**src/rtl/parking_access_controller_if.sv**
```systemverilog
// Request/response bundle of the parking access controller.
// The fee field exists only when SMART_PARKING_FEE_EN is defined.
interface parking_access_controller_if #(
    parameter int TIME_W = 8
);
    logic              entry_req;
    logic              exit_req;
    logic [2:0]        exit_token;
    logic [2:0]        pattern;
    logic              busy;
    logic              resp_valid;
    logic              resp_type;
    logic              resp_ok;
    logic [2:0]        token_out;
    logic [TIME_W-1:0] time_total;
    logic [7:0]        occupancy;
    logic [3:0]        parked;
    logic [3:0]        empty;
`ifdef SMART_PARKING_FEE_EN
    logic [11:0]       fee;
`endif

    // Requester side: drives gate requests, observes responses and counts
    modport master (
        output entry_req, exit_req, exit_token, pattern,
        input  busy, resp_valid, resp_type, resp_ok, token_out, time_total,
               occupancy, parked, empty
`ifdef SMART_PARKING_FEE_EN
               , fee
`endif
    );

    // Controller side
    modport slave (
        input  entry_req, exit_req, exit_token, pattern,
        output busy, resp_valid, resp_type, resp_ok, token_out, time_total,
               occupancy, parked, empty
`ifdef SMART_PARKING_FEE_EN
               , fee
`endif
    );
endinterface

```
**src/rtl/parking_access_controller.sv**
```systemverilog
// Parking access controller: captures entry/exit gate pulses, arbitrates them
// round-robin onto one allocate/release engine, owns the 8-slot occupancy map,
// timestamps entries and reports parked duration on exit.
// Optional build macro SMART_PARKING_FEE_EN adds a saturating fee output.
module parking_access_controller #(
    parameter int TIME_W    = 8,
    parameter bit PRIO_INIT = 1'b0,
    parameter int FEE_RATE  = 3
) (
    input  logic                        clk,
    input  logic                        reset_n,
    input  logic                        tick,
    parking_access_controller_if.slave  bus
);
    typedef enum logic [1:0] {
        IDLE  = 2'd0,
        ENTRY = 2'd1,
        EXIT  = 2'd2,
        RESP  = 2'd3
    } state_t;

    localparam logic [TIME_W-1:0] TIME_ONE = 1;

    state_t            r_state;
    state_t            w_state_next;
    logic              w_take_entry;
    logic              w_take_exit;
    logic              w_collide;

    logic              r_pend_entry;
    logic              r_pend_exit;
    logic              r_prio;
    logic [2:0]        r_exit_token;
    logic [TIME_W-1:0] r_time;
    logic [TIME_W-1:0] r_entry_time [8];
    logic [7:0]        r_occ;
    logic [3:0]        r_parked;
    logic [3:0]        r_empty;

    logic              r_resp_type;
    logic              r_resp_ok;
    logic [2:0]        r_token;
    logic [TIME_W-1:0] r_total;
`ifdef SMART_PARKING_FEE_EN
    logic [11:0]       r_fee;
`endif

    logic [2:0]        w_free_slot;
    logic              w_full;
    logic [2:0]        w_exit_slot;
    logic              w_exit_hit;
    logic [TIME_W-1:0] w_duration;
    logic              w_do_entry;
    logic              w_do_exit;
    logic [7:0]        w_occ_next;

    function automatic logic [3:0] popcount8(input logic [7:0] v);
        logic [3:0] n;
        n = 4'd0;
        for (int i = 0; i < 8; i++) n = n + {3'd0, v[i]};
        return n;
    endfunction

    // Duration times rate, clamped to the 12-bit fee range
    function automatic logic [11:0] sat_fee(input logic [TIME_W-1:0] d);
        logic [31:0] prod;
        prod = 32'(d) * 32'(FEE_RATE);
        return (prod > 32'd4095) ? 12'hFFF : prod[11:0];
    endfunction

    // FSM state register
    always_ff @(posedge clk or negedge reset_n) begin
        if (!reset_n) r_state <= IDLE;
        else          r_state <= w_state_next;
    end

    // Next state: while idle pick a pending request, round-robin on collision
    always_comb begin
        w_state_next = r_state;
        w_take_entry = 1'b0;
        w_take_exit  = 1'b0;
        w_collide    = 1'b0;
        case (r_state)
            IDLE: begin
                if (r_pend_entry && r_pend_exit) begin
                    w_collide = 1'b1;
                    if (r_prio) w_take_exit  = 1'b1;
                    else        w_take_entry = 1'b1;
                end else begin
                    w_take_entry = r_pend_entry;
                    w_take_exit  = r_pend_exit;
                end
                if (w_take_entry)     w_state_next = ENTRY;
                else if (w_take_exit) w_state_next = EXIT;
            end
            ENTRY, EXIT: w_state_next = RESP;
            default:     w_state_next = IDLE;
        endcase
    end

    // Lowest-index free slot for a new car
    always_comb begin
        w_free_slot = 3'd0;
        for (int i = 7; i >= 0; i--) begin
            if (!r_occ[i]) w_free_slot = 3'(i);
        end
    end

    assign w_full      = &r_occ;
    assign w_exit_slot = r_exit_token ^ bus.pattern;
    assign w_exit_hit  = r_occ[w_exit_slot];
    assign w_duration  = r_time - r_entry_time[w_exit_slot];
    assign w_do_entry  = (r_state == ENTRY) && !w_full;
    assign w_do_exit   = (r_state == EXIT) && w_exit_hit;

    // Occupancy after this cycle's allocate or release
    always_comb begin
        w_occ_next = r_occ;
        if (w_do_entry) w_occ_next[w_free_slot] = 1'b1;
        if (w_do_exit)  w_occ_next[w_exit_slot] = 1'b0;
    end

    // Request capture (new pulse beats the clear), time base and priority
    always_ff @(posedge clk or negedge reset_n) begin
        if (!reset_n) begin
            r_pend_entry <= 1'b0;
            r_pend_exit  <= 1'b0;
            r_exit_token <= 3'd0;
            r_time       <= '0;
            r_prio       <= PRIO_INIT;
        end else begin
            r_pend_entry <= bus.entry_req | (r_pend_entry & ~w_take_entry);
            r_pend_exit  <= bus.exit_req  | (r_pend_exit  & ~w_take_exit);
            if (bus.exit_req) r_exit_token <= bus.exit_token;
            if (tick)         r_time <= r_time + TIME_ONE;
            if (w_collide)    r_prio <= ~r_prio;
        end
    end

    // Slot map, entry timestamps and registered counts
    always_ff @(posedge clk or negedge reset_n) begin
        if (!reset_n) begin
            r_occ    <= 8'd0;
            r_parked <= 4'd0;
            r_empty  <= 4'd8;
            for (int i = 0; i < 8; i++) r_entry_time[i] <= '0;
        end else begin
            r_occ    <= w_occ_next;
            r_parked <= popcount8(w_occ_next);
            r_empty  <= 4'd8 - popcount8(w_occ_next);
            if (w_do_entry) r_entry_time[w_free_slot] <= r_time;
        end
    end

    // Response fields, loaded when a request is serviced and held until the next
    always_ff @(posedge clk or negedge reset_n) begin
        if (!reset_n) begin
            r_resp_type <= 1'b0;
            r_resp_ok   <= 1'b0;
            r_token     <= 3'd0;
            r_total     <= '0;
`ifdef SMART_PARKING_FEE_EN
            r_fee       <= 12'd0;
`endif
        end else if (r_state == ENTRY) begin
            r_resp_type <= 1'b0;
            r_resp_ok   <= !w_full;
            r_token     <= w_full ? 3'd0 : (w_free_slot ^ bus.pattern);
            r_total     <= '0;
`ifdef SMART_PARKING_FEE_EN
            r_fee       <= 12'd0;
`endif
        end else if (r_state == EXIT) begin
            r_resp_type <= 1'b1;
            r_resp_ok   <= w_exit_hit;
            r_token     <= 3'd0;
            r_total     <= w_exit_hit ? w_duration : '0;
`ifdef SMART_PARKING_FEE_EN
            r_fee       <= w_exit_hit ? sat_fee(w_duration) : 12'd0;
`endif
        end
    end

    assign bus.busy       = (r_state != IDLE);
    assign bus.resp_valid = (r_state == RESP);
    assign bus.resp_type  = r_resp_type;
    assign bus.resp_ok    = r_resp_ok;
    assign bus.token_out  = r_token;
    assign bus.time_total = r_total;
    assign bus.occupancy  = r_occ;
    assign bus.parked     = r_parked;
    assign bus.empty      = r_empty;
`ifdef SMART_PARKING_FEE_EN
    assign bus.fee        = r_fee;
`endif

endmodule

```
**src/flat_wrapper.sv**
```systemverilog
// flat-port wrapper written by rule: the top's interface ports become plain ports
module parking_access_controller_flat 
#(
    parameter int TIME_W    = 8,
    parameter bit PRIO_INIT = 1'b0,
    parameter int FEE_RATE  = 3
)
  (clk, reset_n, tick, bus_entry_req, bus_exit_req, bus_exit_token, bus_pattern, bus_busy, bus_resp_valid, bus_resp_type, bus_resp_ok, bus_token_out, bus_time_total, bus_occupancy, bus_parked, bus_empty);
  parking_access_controller_if #(.TIME_W(TIME_W)) bus_i ();
  input  logic clk;
  input  logic reset_n;
  input  logic tick;
  input wire logic [$bits(bus_i.entry_req)-1:0] bus_entry_req;
  input wire logic [$bits(bus_i.exit_req)-1:0] bus_exit_req;
  input wire logic [$bits(bus_i.exit_token)-1:0] bus_exit_token;
  input wire logic [$bits(bus_i.pattern)-1:0] bus_pattern;
  output wire logic [$bits(bus_i.busy)-1:0] bus_busy;
  output wire logic [$bits(bus_i.resp_valid)-1:0] bus_resp_valid;
  output wire logic [$bits(bus_i.resp_type)-1:0] bus_resp_type;
  output wire logic [$bits(bus_i.resp_ok)-1:0] bus_resp_ok;
  output wire logic [$bits(bus_i.token_out)-1:0] bus_token_out;
  output wire logic [$bits(bus_i.time_total)-1:0] bus_time_total;
  output wire logic [$bits(bus_i.occupancy)-1:0] bus_occupancy;
  output wire logic [$bits(bus_i.parked)-1:0] bus_parked;
  output wire logic [$bits(bus_i.empty)-1:0] bus_empty;
  assign bus_i.entry_req = bus_entry_req;
  assign bus_i.exit_req = bus_exit_req;
  assign bus_i.exit_token = bus_exit_token;
  assign bus_i.pattern = bus_pattern;
  assign bus_busy = bus_i.busy;
  assign bus_resp_valid = bus_i.resp_valid;
  assign bus_resp_type = bus_i.resp_type;
  assign bus_resp_ok = bus_i.resp_ok;
  assign bus_token_out = bus_i.token_out;
  assign bus_time_total = bus_i.time_total;
  assign bus_occupancy = bus_i.occupancy;
  assign bus_parked = bus_i.parked;
  assign bus_empty = bus_i.empty;
  parking_access_controller #(.TIME_W(TIME_W), .PRIO_INIT(PRIO_INIT), .FEE_RATE(FEE_RATE)) u_core (.clk(clk), .reset_n(reset_n), .tick(tick), .bus(bus_i));
endmodule
```
**config.mk**
```make
export PLATFORM = sky130hd
export DESIGN_NAME = parking_access_controller_flat
export DESIGN_NICKNAME = d
export VERILOG_FILES = /design/src/rtl/parking_access_controller_if.sv /design/src/rtl/parking_access_controller.sv /design/src/flat_wrapper.sv
export SDC_FILE = /design/constraint.sdc
export NUM_CORES = 1
export LEC_CHECK = 0
export CAP_MARGIN = 30
export CORE_AREA = 5 5 115 117
export DETAILED_ROUTE_END_ITERATION = 8
export DIE_AREA = 0 0 120 122
export PLACE_DENSITY = 0.68
export SLEW_MARGIN = 5
export SYNTH_ARGS = -nofsm -noshare
export SYNTH_HDL_FRONTEND = slang
export SYNTH_SLANG_ARGS = --single-unit
export TNS_END_PERCENT = 10
```
**constraint.sdc**
```tcl
create_clock -name clk -period 6.15 [get_ports clk]
set_input_delay 1.23 -clock clk [delete_from_list [all_inputs] [get_ports clk]]
set_output_delay 1.23 -clock clk [all_outputs]
set_load 0.01 [all_outputs]
```
==> impl_metrics.yaml <==
outcome:
  status: "finished clean"
synth:
  synthSimpleGateAreaFrac_pct: 8.88
  synth_top_family_by_area: "multiplexers"
  syn_area_um2: 5410
  synth-adder-area-share_pct: 5.55
  synth_ff_type: "dfrtp_1"
  synth_edf_count: 0
  syn_avg_cell_area_um2: 11.7
  synthTopCellsByArea: "dfrtp_1, mux2_2, nand2_1, ha_1, mux2i_1"
  synth.distinct_cells: 57
  synth-xor-area-share_pct: 4.67
  ys_warn_count: 0
  synth_compound_area_share_pct: 10.9
  netlist.area_leader.share_pct: 49.5
  synth-seq-cells: 108
  synth.area.mux_share_pct: 16.7
  yosysTopAreaCell: "dfrtp_1"
  async_reset_ff_share_pct: 100
  synthCells: 463
  synthesis.nets: 495
  yosysSeqAreaShare_pct: 50.0
route:
  vias_per_cell: 5.58
  drtPass1Iterations: 4
  wirelength_um: 12300
  drc_errors: 0
  drtIter0Drc: 286
  antenna_left: 0
  vias: 3684
  post_drt_wl_per_cell_um: 18.7
cells_and_area:
  seq_area_um2: 2700
  final_net_count: 537
  layout-drive-gt1-share_pct: 20.4
  area_delta_synth_final_pct: 16.1
  nFillCells: 1070
  final_area_um2: 6280
  multi_input_area_um2: 2540
  antenna_cells: 0
  final_util_pct: 51.2
critical_path:
  critical_path.top_delay_family: "adder cells"
  max_stage_delay_ns: 0.69
  crit_buf_inv: 5
  cp-end-kind: "flip-flop"
  worstPathArrival_ns: 5.82
  r2r-start: "u_core.r_state[1]"
  reg2reg_depth: 14
  critPathMaxFanout: 5
  slowest_stage: "clkdlybuf4s50_1"
  cp-start-kind: "input port"
  startpoint: "bus_pattern[0]"
  cp.required_ns: 6.42
  path_cells: "clkdlybuf4s50_1, xor2_4, nand2_2, a311oi_4, o21ai_2, o32a_1, ha_1, inv_1, fa_1, inv_1, fa_1, inv_1, fa_1, inv_1, fa_1, nor3_1, xor2_1"
  r2r_setup_slack_ns: 1.57
  critPathKind: "input port to flip-flop"
  timing.rr.end: "u_core.bus.empty[3]"
cts:
  post_cts_resized: 0
  numClockSinks: 108
  cts_hold_buffers: 0
  clkTransAtPathRegs_ns: 0.07
  htree_levels: 3
  clkLatencyLatePin_ns: 0.34
  postCtsSetupBuffers: 0
  cts_tree: "yes"
  cts_buffers: 9
  root_buffer: "clkbuf_16"
  ctsLongestPathBuffers: 2
global_route:
  grt_max_degree: 56
  first_global_vias: 3773
  antenna_found_initial: 0
  overflow: 0
  grt_pass1_wl_um: 20200
  grt_usage_pct: 17.9
sta:
  max_slew_margin_pct: 30.4
  skew_ns: 0.0103
  max_freq_mhz: 180
  finalSetupViolations: 0
  post-route-period-util_pct: 90.3
  rsz0062_at_grt: "false"
  setup_tns_ns: 0
  layout_min_cycle_time_ns: 5.55
  maxSlewViolCount: 0
  hold_viol_final: 0
  worst_pin_slew_ns: 1.04
hold_path:
  worstHoldStart: "u_core.r_entry_time[47]"
  hp-class: "flip-flop to flip-flop"
  hold_depth: 2
  worstHoldEndpoint: "u_core.r_entry_time[47]"
power_and_ir_drop:
  power_frac_seq_pct: 36.0
  p_per_area_nw_per_um2: 552
  p_switching_mw: 1.38
  leakagePower_nw: 2.86
  peakVddDrop_mv: 0.230
  p_total_mw: 3.46
  p_int_mw: 2.09
  p_sw_share_pct: 39.7
  comb_power_share_pct: 49.1
  p_clk_share_pct: 15.0
floorplan:
  start_util_pct: 44.1
  ios: 42
  die-area_um2: 14600
  die_height_um: 122
  rows: 41
  core_area_um2: 12300
  die_w_um: 120
place:
  dp.final_hpwl_um: 8720
  dpl-instance-area_um2: 6020
  gp_congestion: 0.872
  port_buffers: 41
job:
  cap_violations: 0
==> sequential cells by signal, indices dropped and copies added (netlist names) <==
register               cells
u_core.r_exit_token        3
u_core.bus.empty           3
u_core.bus.time_total      8
u_core.bus.token_out       3
u_core.r_time              8
u_core.bus.resp_ok         1
u_core.r_prio              1
u_core.r_pend_exit         1
u_core.bus.parked          4
u_core.bus.occupancy       8
u_core.r_state             2
u_core.r_pend_entry        1
u_core.bus.resp_type       1
u_core.r_entry_time       64
==> cell type report <==
cell class,count,area share (%)
multi-input combinational,311,40.5
sequential,108,43.1
clock inverter,4,0.418
tap,150,2.99
timing repair buffer,53,7.93
inverter,22,1.32
clock buffer,12,3.77
==> power by group through the flow <==
| stage | sequential (mW) | combinational [mW] | clock [mW] |
|---|---|---|---|
| after floorplan | 1.17 | 1.26 | 0 |
| final | 1.25 | 1.70 | 0.519 |
| after global placement | 1.25 | 1.67 | 0 |
| after CTS | 1.25 | 1.74 | 0.535 |
| after global routing | 1.28 | 1.93 | 0.565 |
| after detailed placement | 1.26 | 1.72 | 0 |
==> worst reg2reg max path, stage by stage (launching register included) <==
cell,delay [ns]
dfrtp_1,0.41
inv_1,0.09
ha_1,0.35
nand3_1,0.24
nor2_1,0.73
o32ai_2,0.24
fa_1,0.58
inv_1,0.05
fa_1,0.47
inv_1,0.05
fa_1,0.37
inv_1,0.09
fa_1,0.44
nor3_1,0.24
xor2_1,0.16
==> Yosys cell counts (5+ instances only) <==
master,count
nand3_1,10
xor2_1,11
xnor2_1,11
ha_1,16
mux2i_1,12
nor3_1,5
o2bb2ai_1,10
clkbuf_1,16
nand2_1,61
nor2_1,16
dfrtp_1,107
o21ai_0,13
fa_1,5
inv_1,20
a21oi_1,21
a21o_1,7
mux2_2,55
==> metal layers <==
metal / global-route usage [%] / wire length [um] / vias to the layer above
met2: 30.7 / 6220 / 96
li1: - / - / 1714
met4: 5.08 / 242 / 0
met5: 0 / 0 / -
met3: 3.90 / 608 / 22
met1: 22.9 / 5270 / 1852
==> cells by family (layout without fill, tap and decap cells) <==
logic type / after synthesis / in the layout
XOR/XNOR: 25 / 25
buffers and inverters: 44 / 91
adder cells (fa/ha/maj): 21 / 21
AO/OA/AOI/OAI: 82 / 82
flip-flops: 108 / 108
multiplexers: 75 / 75
AND/OR/NAND/NOR: 108 / 108
==> metrics by stage <==
| step | setup WS [ns] | cells | hold slack, ns |
|---|---|---|---|
| 6_report | 0.598 | 660 | 0.485 |
| 5_1_grt | 0.335 | 660 | 0.499 |
| 4_1_cts | 0.582 | 660 | 0.489 |
| 3_5_place_dp | 0.258 | 644 | 0.468 |
| 3_3_place_gp | 0.310 | 644 | 0.453 |
| 2_1_floorplan | 0.892 | 463 | 0.439 |
==> cell usage in the layout, fill, tap and decap left out, types with 10 or more instances in the layout <==
cell / Yosys / layout
nor2_1: 16 / 16
nand3_1: 10 / 10
a21oi_1: 21 / 21
xnor2_1: 11 / 11
mux2_2: 55 / 55
inv_1: 20 / 20
buf_4: 1 / 13
nand2_1: 61 / 61
dfrtp_1: 107 / 107
o21ai_0: 13 / 13
mux2i_1: 12 / 12
ha_1: 16 / 16
o2bb2ai_1: 10 / 10
clkdlybuf4s50_1: 0 / 40
==> how the worst max path moves through the flow <==
| stage | end | slack [ns] | depth (start not counted) |
|---|---|---|---|
| 3_3_place_gp | u_core.bus.empty[3] | 0.31 | 18 |
| 3_5_place_dp | u_core.bus.empty[3] | 0.26 | 18 |
| 4_1_cts | u_core.bus.empty[3] | 0.58 | 18 |
| 6_report | u_core.bus.empty[3] | 0.60 | 17 |
| 2_1_floorplan | u_core.bus.empty[3] | 0.89 | 16 |
| 5_1_grt | u_core.bus.empty[3] | 0.34 | 18 |
Power figures use the tool's default switching activity.
